`config.mk`:
```
export PLATFORM = sky130hd
export DESIGN_NAME = mp3_spi_tx
export DESIGN_NICKNAME = d
export VERILOG_FILES = /design/src/rtl/mp3_spi_pkg.sv /design/src/rtl/mp3_spi_clkgen.sv /design/src/rtl/mp3_spi_tx.sv
export SDC_FILE = /design/constraint.sdc
export NUM_CORES = 1
export LEC_CHECK = 0
export CAP_MARGIN = 20
export CORE_MARGIN = 5
export CORE_UTILIZATION = 52
export DETAILED_ROUTE_END_ITERATION = 10
export PLACE_DENSITY = 0.79
export RECOVER_POWER = 25
export SETUP_SLACK_MARGIN = 0.02
export SLEW_MARGIN = 0
export SYNTH_ARGS = -nofsm -noshare
export SYNTH_HDL_FRONTEND = slang
export SYNTH_SLANG_ARGS = --single-unit
```
`constraint.sdc`:
```
create_clock -name clk -period 2.81 [get_ports clk]
set_clock_uncertainty 0.05 [all_clocks]
set_input_delay 0.281 -clock clk [delete_from_list [all_inputs] [get_ports clk]]
set_output_delay 0.281 -clock clk [all_outputs]
set_load 0.02 [all_outputs]
```
`src/rtl/mp3_spi_pkg.sv`:
```
// mp3_spi_pkg: FSM states, frame constants and frame packing shared by mp3_spi_tx.
package mp3_spi_pkg;
  typedef enum logic [2:0] {IDLE, WAIT_DREQ, SETUP, SHIFT, HOLD, GAP} state_e;
  localparam logic [7:0] SCI_WRITE_OP = 8'h02;
  localparam int SCI_FRAME_BITS = 32;
  localparam int SDI_FRAME_BITS = 8;
  // Frames are left-aligned so the shifter always emits from bit 31.
  function automatic logic [31:0] frame_word(input logic is_cmd, input logic [7:0] addr,
                                             input logic [15:0] data);
    return is_cmd ? {SCI_WRITE_OP, addr, data} : {data[7:0], 24'h0};
  endfunction
endpackage

```
`src/rtl/mp3_spi_clkgen.sv`:
```
// mp3_spi_clkgen: emits one tick every CLK_DIV cycles while enabled; restarts from zero when idle.
module mp3_spi_clkgen #(
  parameter int CLK_DIV = 4
) (
  input  logic clk,
  input  logic rst,
  input  logic en,
  output logic tick
);
  localparam logic [7:0] LAST = 8'(CLK_DIV - 1);
  logic [7:0] cnt_q, cnt_d;
  always_comb cnt_d = (!en || cnt_q == LAST) ? 8'd0 : cnt_q + 8'd1;
  always_ff @(posedge clk or negedge rst)
    if (!rst) cnt_q <= 8'd0;
    else cnt_q <= cnt_d;
  assign tick = en && cnt_q == LAST;
endmodule

```
`src/rtl/mp3_spi_tx.sv`:
```
// mp3_spi_tx: SCI write / SDI byte serialiser for a VS10xx-style mp3 decoder.
// Define MP3_SPI_DREQ_TIMEOUT_EN to bound the DREQ wait and report overruns on err.
module mp3_spi_tx
  import mp3_spi_pkg::*;
#(
  parameter int CLK_DIV     = 4,
  parameter int TIMEOUT_CYC = 1000000
) (
  input  logic        clk,
  input  logic        rst,
  input  logic        req_valid,
  output logic        req_ready,
  input  logic        req_is_cmd,
  input  logic [7:0]  req_addr,
  input  logic [15:0] req_data,
  input  logic        DREQ,
  output logic        XCS,
  output logic        XDCS,
  output logic        SI,
  output logic        SCLK,
  output logic        busy,
  output logic        err
);
  if (CLK_DIV < 1 || CLK_DIV > 255 || TIMEOUT_CYC < 1) begin : g_cfg_check
    $error("mp3_spi_tx: illegal CLK_DIV or TIMEOUT_CYC");
  end

  state_e      state_q, state_d;
  logic [31:0] sr_q, sr_d;
  logic [4:0]  bits_q, bits_d;
  logic        is_cmd_q, is_cmd_d;
  logic        xcs_q, xcs_d, xdcs_q, xdcs_d, si_q, si_d, sclk_q, sclk_d;
  logic        ready_q, ready_d, busy_q, busy_d;
  logic        dreq_meta_q, dreq_q;
  logic        tick;

  mp3_spi_clkgen #(.CLK_DIV(CLK_DIV)) u_clkgen (
    .clk  (clk),
    .rst  (rst),
    .en   (state_q inside {SETUP, SHIFT, HOLD, GAP}),
    .tick (tick)
  );

`ifdef MP3_SPI_DREQ_TIMEOUT_EN
  localparam int TW = $clog2(TIMEOUT_CYC + 1);
  localparam logic [TW-1:0] TMO_LAST = TW'(TIMEOUT_CYC - 1);
  logic [TW-1:0] tmo_q, tmo_d;
  logic          err_q, err_d;
  assign tmo_d = (state_q == WAIT_DREQ) ? tmo_q + 1'b1 : '0;
  assign err = err_q;
`else
  assign err = 1'b0;
`endif

  always_comb begin
    state_d  = state_q;
    sr_d     = sr_q;
    bits_d   = bits_q;
    is_cmd_d = is_cmd_q;
    xcs_d    = xcs_q;
    xdcs_d   = xdcs_q;
    si_d     = si_q;
    sclk_d   = sclk_q;
    ready_d  = ready_q;
    busy_d   = busy_q;
`ifdef MP3_SPI_DREQ_TIMEOUT_EN
    err_d    = err_q;
`endif
    case (state_q)
      IDLE: begin
        ready_d = 1'b1;
        if (req_valid && ready_q) begin
          state_d  = WAIT_DREQ;
          sr_d     = frame_word(req_is_cmd, req_addr, req_data);
          is_cmd_d = req_is_cmd;
          ready_d  = 1'b0;
          busy_d   = 1'b1;
`ifdef MP3_SPI_DREQ_TIMEOUT_EN
          err_d    = 1'b0;
`endif
        end
      end
      WAIT_DREQ: begin
        if (dreq_q) begin
          state_d = SETUP;
          xcs_d   = !is_cmd_q;
          xdcs_d  = is_cmd_q;
          si_d    = sr_q[31];
          sclk_d  = 1'b0;
          bits_d  = is_cmd_q ? 5'(SCI_FRAME_BITS - 1) : 5'(SDI_FRAME_BITS - 1);
        end
`ifdef MP3_SPI_DREQ_TIMEOUT_EN
        else if (tmo_q == TMO_LAST) begin
          state_d = IDLE;
          ready_d = 1'b1;
          busy_d  = 1'b0;
          err_d   = 1'b1;
        end
`endif
      end
      SETUP: if (tick) begin
        state_d = SHIFT;
        sclk_d  = 1'b1;
      end
      // A tick with SCLK high is a falling edge: next bit goes out, or the frame ends.
      SHIFT: if (tick) begin
        sclk_d = !sclk_q;
        if (sclk_q && bits_q == 5'd0) state_d = HOLD;
        else if (sclk_q) begin
          sr_d   = {sr_q[30:0], 1'b0};
          si_d   = sr_q[30];
          bits_d = bits_q - 5'd1;
        end
      end
      HOLD: if (tick) begin
        state_d = GAP;
        xcs_d   = 1'b1;
        xdcs_d  = 1'b1;
        si_d    = 1'b0;
      end
      GAP: if (tick) begin
        state_d = IDLE;
        ready_d = 1'b1;
        busy_d  = 1'b0;
      end
      default: state_d = IDLE;
    endcase
  end

  always_ff @(posedge clk or negedge rst)
    if (!rst) begin
      state_q     <= IDLE;
      sr_q        <= '0;
      bits_q      <= '0;
      is_cmd_q    <= 1'b0;
      xcs_q       <= 1'b1;
      xdcs_q      <= 1'b1;
      si_q        <= 1'b0;
      sclk_q      <= 1'b0;
      ready_q     <= 1'b0;
      busy_q      <= 1'b0;
      dreq_meta_q <= 1'b0;
      dreq_q      <= 1'b0;
`ifdef MP3_SPI_DREQ_TIMEOUT_EN
      tmo_q       <= '0;
      err_q       <= 1'b0;
`endif
    end else begin
      state_q     <= state_d;
      sr_q        <= sr_d;
      bits_q      <= bits_d;
      is_cmd_q    <= is_cmd_d;
      xcs_q       <= xcs_d;
      xdcs_q      <= xdcs_d;
      si_q        <= si_d;
      sclk_q      <= sclk_d;
      ready_q     <= ready_d;
      busy_q      <= busy_d;
      dreq_meta_q <= DREQ;
      dreq_q      <= dreq_meta_q;
`ifdef MP3_SPI_DREQ_TIMEOUT_EN
      tmo_q       <= tmo_d;
      err_q       <= err_d;
`endif
    end

  assign req_ready = ready_q;
  assign busy      = busy_q;
  assign XCS       = xcs_q;
  assign XDCS      = xdcs_q;
  assign SI        = si_q;
  assign SCLK      = sclk_q;
endmodule

```
==> summary.txt <==
Route
  • Remaining DRCs: 0
  • Post-Route WL: 6343 um
  • First-pass detailed-route iteration total: 4
  • Via density: 5.643
  • Wire length per cell: 14.42 um
  • Final ANT Viol Nets: 0
  • DR iter-0 viols: 129
  • Via count: 2483

Pwr
  • LEAKAGE: 1.585 nW
  • Pwr/cell area: 1099 nW/um^2
  • Worst vdd rail ir drop: 520.5 uV

Setup path
  • Critical path class: reg -> reg
  • Critical Path Source Type: flop
  • Critical R2R Launch: state_q[1]
  • Crit. End Element: flop
  • Critical R2R Capture: sr_q[17]
  • Reg2reg path depth: 7
  • CP required: 3.01 ns
  • Reg2Reg Setup Slack: 0.52 ns
  • Worst Path Arrival: 2.49 ns
  • Worst Path Max Fanout: 40

Final layout
  • Layout cells sized above 1: 9.783%
  • Final design area excluding fillers: 3582 sq um
  • Area growth syn-to-layout: 22.46%
  • Final #Nets: 395
  • N_diodes: 0

Timing
  • Slew at the pin closest to its max-slew limit: 1.466 ns
  • F_max: 0.4365 GHz
  • Max-slew violation count: 0
  • WHS: 0.3189 ns
  • Min Tclk post-route: 2.291 ns
  • Setup violations, final: 0
  • Part of the cycle the worst path needs: 81.53%
  • Unrepaired setup endpoints after global routing: no
  • Max_slew headroom: 2.255%
  • TNS Setup: 0 ns
  • Fin. Hold Viols: 0

Clocking
  • CTS Hold Bufs: 1
  • Resized cells post-CTS: 0
  • TritonCTS Sinks: 57
  • Reg clk slew, reported paths: 0.06 ns
  • Post-CTS Setup Bufs: 0
  • Num CTS Buffers: 9
  • Clock root buffer: clkbuf_8
  • Clock latency at the later pin of the worst-skew pair: 0.33 ns
  • CTS tree: built
  • CTS Buffer Depth: 2
  • H-tree levels: 3

Placement
  • Placer Congestion: 0.8981
  • Cell Area, Placed: 3356 sq um
  • IO buf count: 34
  • Detailed Place HPWL: 4290 um

GRT
  • First-pass GRT wire length: 11130 um
  • Largest net degree at the start of global routing: 44
  • GRT Total Usage: 19.28%
  • Initial antenna violation count: 0
  • Vias in the first global route: 2392
  • Gr ovfl total: 0

Floorplanning
  • Die W: 85.01 um
  • Core ar.: 5473 sq um
  • I/O pin count: 36
  • Initial Util: 53.45%
  • DIE HEIGHT: 85.01 um
  • Die Footprint: 7226 sq um
  • FP Rows: 27

Hold path
  • HP Class: reg -> reg
  • Hold EP: dreq_q
  • Hold_sp: dreq_meta_q
  • Worst Hold Depth: 0

Synth
  • Cell area after synthesis: 2925 sq um
  • EDFF count, synth: 0
  • Synth async-reset ratio: 100.0%
  • Synth warn: 0
  • Syn_area_per_cell: 8.865 sq um
  • Synth cell types: 45
  • Ys flop type: dfrtp_1
  • Syn Nets: 362
  • Mapped Cells: 330
  • Register area share after synthesis: 48.85%
  • Flops & latches, synth: 57

Outcome
  • Status: completed

Run
  • Maxcap violations: 0
==> flip-flops by register name, indices dropped and copies added, names as in the netlist <==
signal          count
sr_q               32
u_clkgen.cnt_q      8
bits_q              5
state_q             3
SCLK                1
SI                  1
XCS                 1
XDCS                1
busy                1
dreq_meta_q         1
dreq_q              1
is_cmd_q            1
req_ready           1
==> routing by layer <==
| layer | GRT usage, % | vias to the layer above | routed length, um |
|---|---|---|---|
| met1 | 24.89 | 1192 | 2844 |
| met4 | 9.784 | 0 | 121 |
| li1 | - | 1229 | - |
| met3 | 4.175 | 11 | 255 |
| met5 | 0 | - | 0 |
| met2 | 30.51 | 51 | 3121 |
==> area by class of cell <==
| type | instances | area, sq um |
|---|---|---|
| clock buffers | 11 | 141.4 |
| multi-input cells | 242 | 1375 |
| clock inverters | 5 | 78.83 |
| well taps | 72 | 90.09 |
| fillers | 449 | 1891 |
| inverters | 9 | 33.78 |
| repair buffers | 44 | 434.2 |
| flip-flops and latches | 57 | 1429 |
==> cells in the mapped netlist, types with 2 or more instances <==
library cell / count / area, sq um
or2_2: 3 / 18.77
nand4_1: 4 / 25.02
clkbuf_1: 14 / 52.55
a211oi_1: 2 / 15.01
a21o_1: 2 / 15.01
nor2b_1: 2 / 12.51
a21oi_1: 71 / 355.3
a22oi_1: 3 / 22.52
xor2_1: 4 / 35.03
nor2_1: 50 / 187.7
mux2_2: 2 / 22.52
o211ai_1: 2 / 15.01
and2_1: 2 / 12.51
nand3_1: 4 / 20.02
buf_2: 7 / 35.03
o22ai_1: 5 / 31.28
nand2_1: 11 / 41.29
and3_1: 27 / 168.9
dfstp_2: 2 / 52.55
ha_1: 3 / 37.54
inv_1: 9 / 33.78
nor3b_1: 7 / 52.55
dfrtp_1: 55 / 1376
nand2b_1: 6 / 37.54
o21ai_0: 8 / 40.04
nor3_1: 5 / 25.02
a31oi_1: 2 / 12.51
==> worst max-delay path, cell delays in order, from the launching register on <==
cell	delay, ns
dfrtp_1	0.38
ha_1	0.33
nor4b_2	0.30
nand4_1	0.21
a21oi_4	0.47
buf_12	0.26
nor2_1	0.07
a21oi_1	0.13
==> per-stage QoR <==
| stage | worst slack [ns] | cells | power [mW] | util (%) |
|---|---|---|---|---|
| floorplan | 0.6550 | 330 | 2.606 | - |
| global placement | 0.6307 | 423 | 3.027 | 61.32 |
| detailed placement | 0.5157 | 423 | 3.094 | 61.32 |
| CTS | 0.4946 | 440 | 3.960 | 65.52 |
| global route | 0.3310 | 440 | 4.268 | 65.46 |
| finish | 0.5191 | 440 | 3.936 | 65.46 |
==> cell families (layout without fill, tap and decap cells) <==
| family | Yosys count | after routing | share of synthesized area [%] |
|---|---|---|---|
| AO/OA/AOI/OAI | 102 | 102 | 19.46 |
| XOR/XNOR | 5 | 5 | 1.497 |
| adder cells (fa/ha/maj) | 3 | 3 | 1.283 |
| buffers and inverters | 31 | 69 | 4.405 |
| flip-flops | 57 | 57 | 48.85 |
| multiplexers | 3 | 3 | 1.112 |
| other | 1 | 1 | 0.1282 |
| AND/OR/NAND/NOR | 128 | 128 | 23.27 |
==> worst max-delay path by stage <==
| stage | startpoint | to | slack [ns] | depth (start not counted) |
|---|---|---|---|---|
| floorplan | state_q[2] | SI | 0.65 | 8 |
| global placement | state_q[1] | sr_q[16] | 0.63 | 7 |
| detailed placement | state_q[1] | sr_q[11] | 0.52 | 7 |
| CTS | state_q[1] | sr_q[17] | 0.49 | 7 |
| global route | state_q[1] | sr_q[18] | 0.33 | 7 |
| finish | state_q[1] | sr_q[17] | 0.52 | 7 |
==> power by group <==
group	internal, mW	switching, mW	total [mW]	leakage [nW]
Combinational	0.714	0.929	1.64	0.810
Clock	0.522	0.321	0.843	0.113
Sequential	1.18	0.265	1.45	0.661
==> cells in the final DEF, fill, tap and decap left out, drive strengths merged, types with 4 or more instances in the layout <==
cell           instances
a21oi                 72
dfrtp                 55
nor2                  50
clkdlybuf4s50         32
and3                  27
clkbuf                13
nand2                 11
inv                    9
o21ai                  8
buf                    8
nor3b                  7
nand2b                 6
o22ai                  5
nor3                   5
nand3                  4
xor2                   4
nand4                  4
or2                    4
No activity file was read; power rests on OpenSTA's default activity.
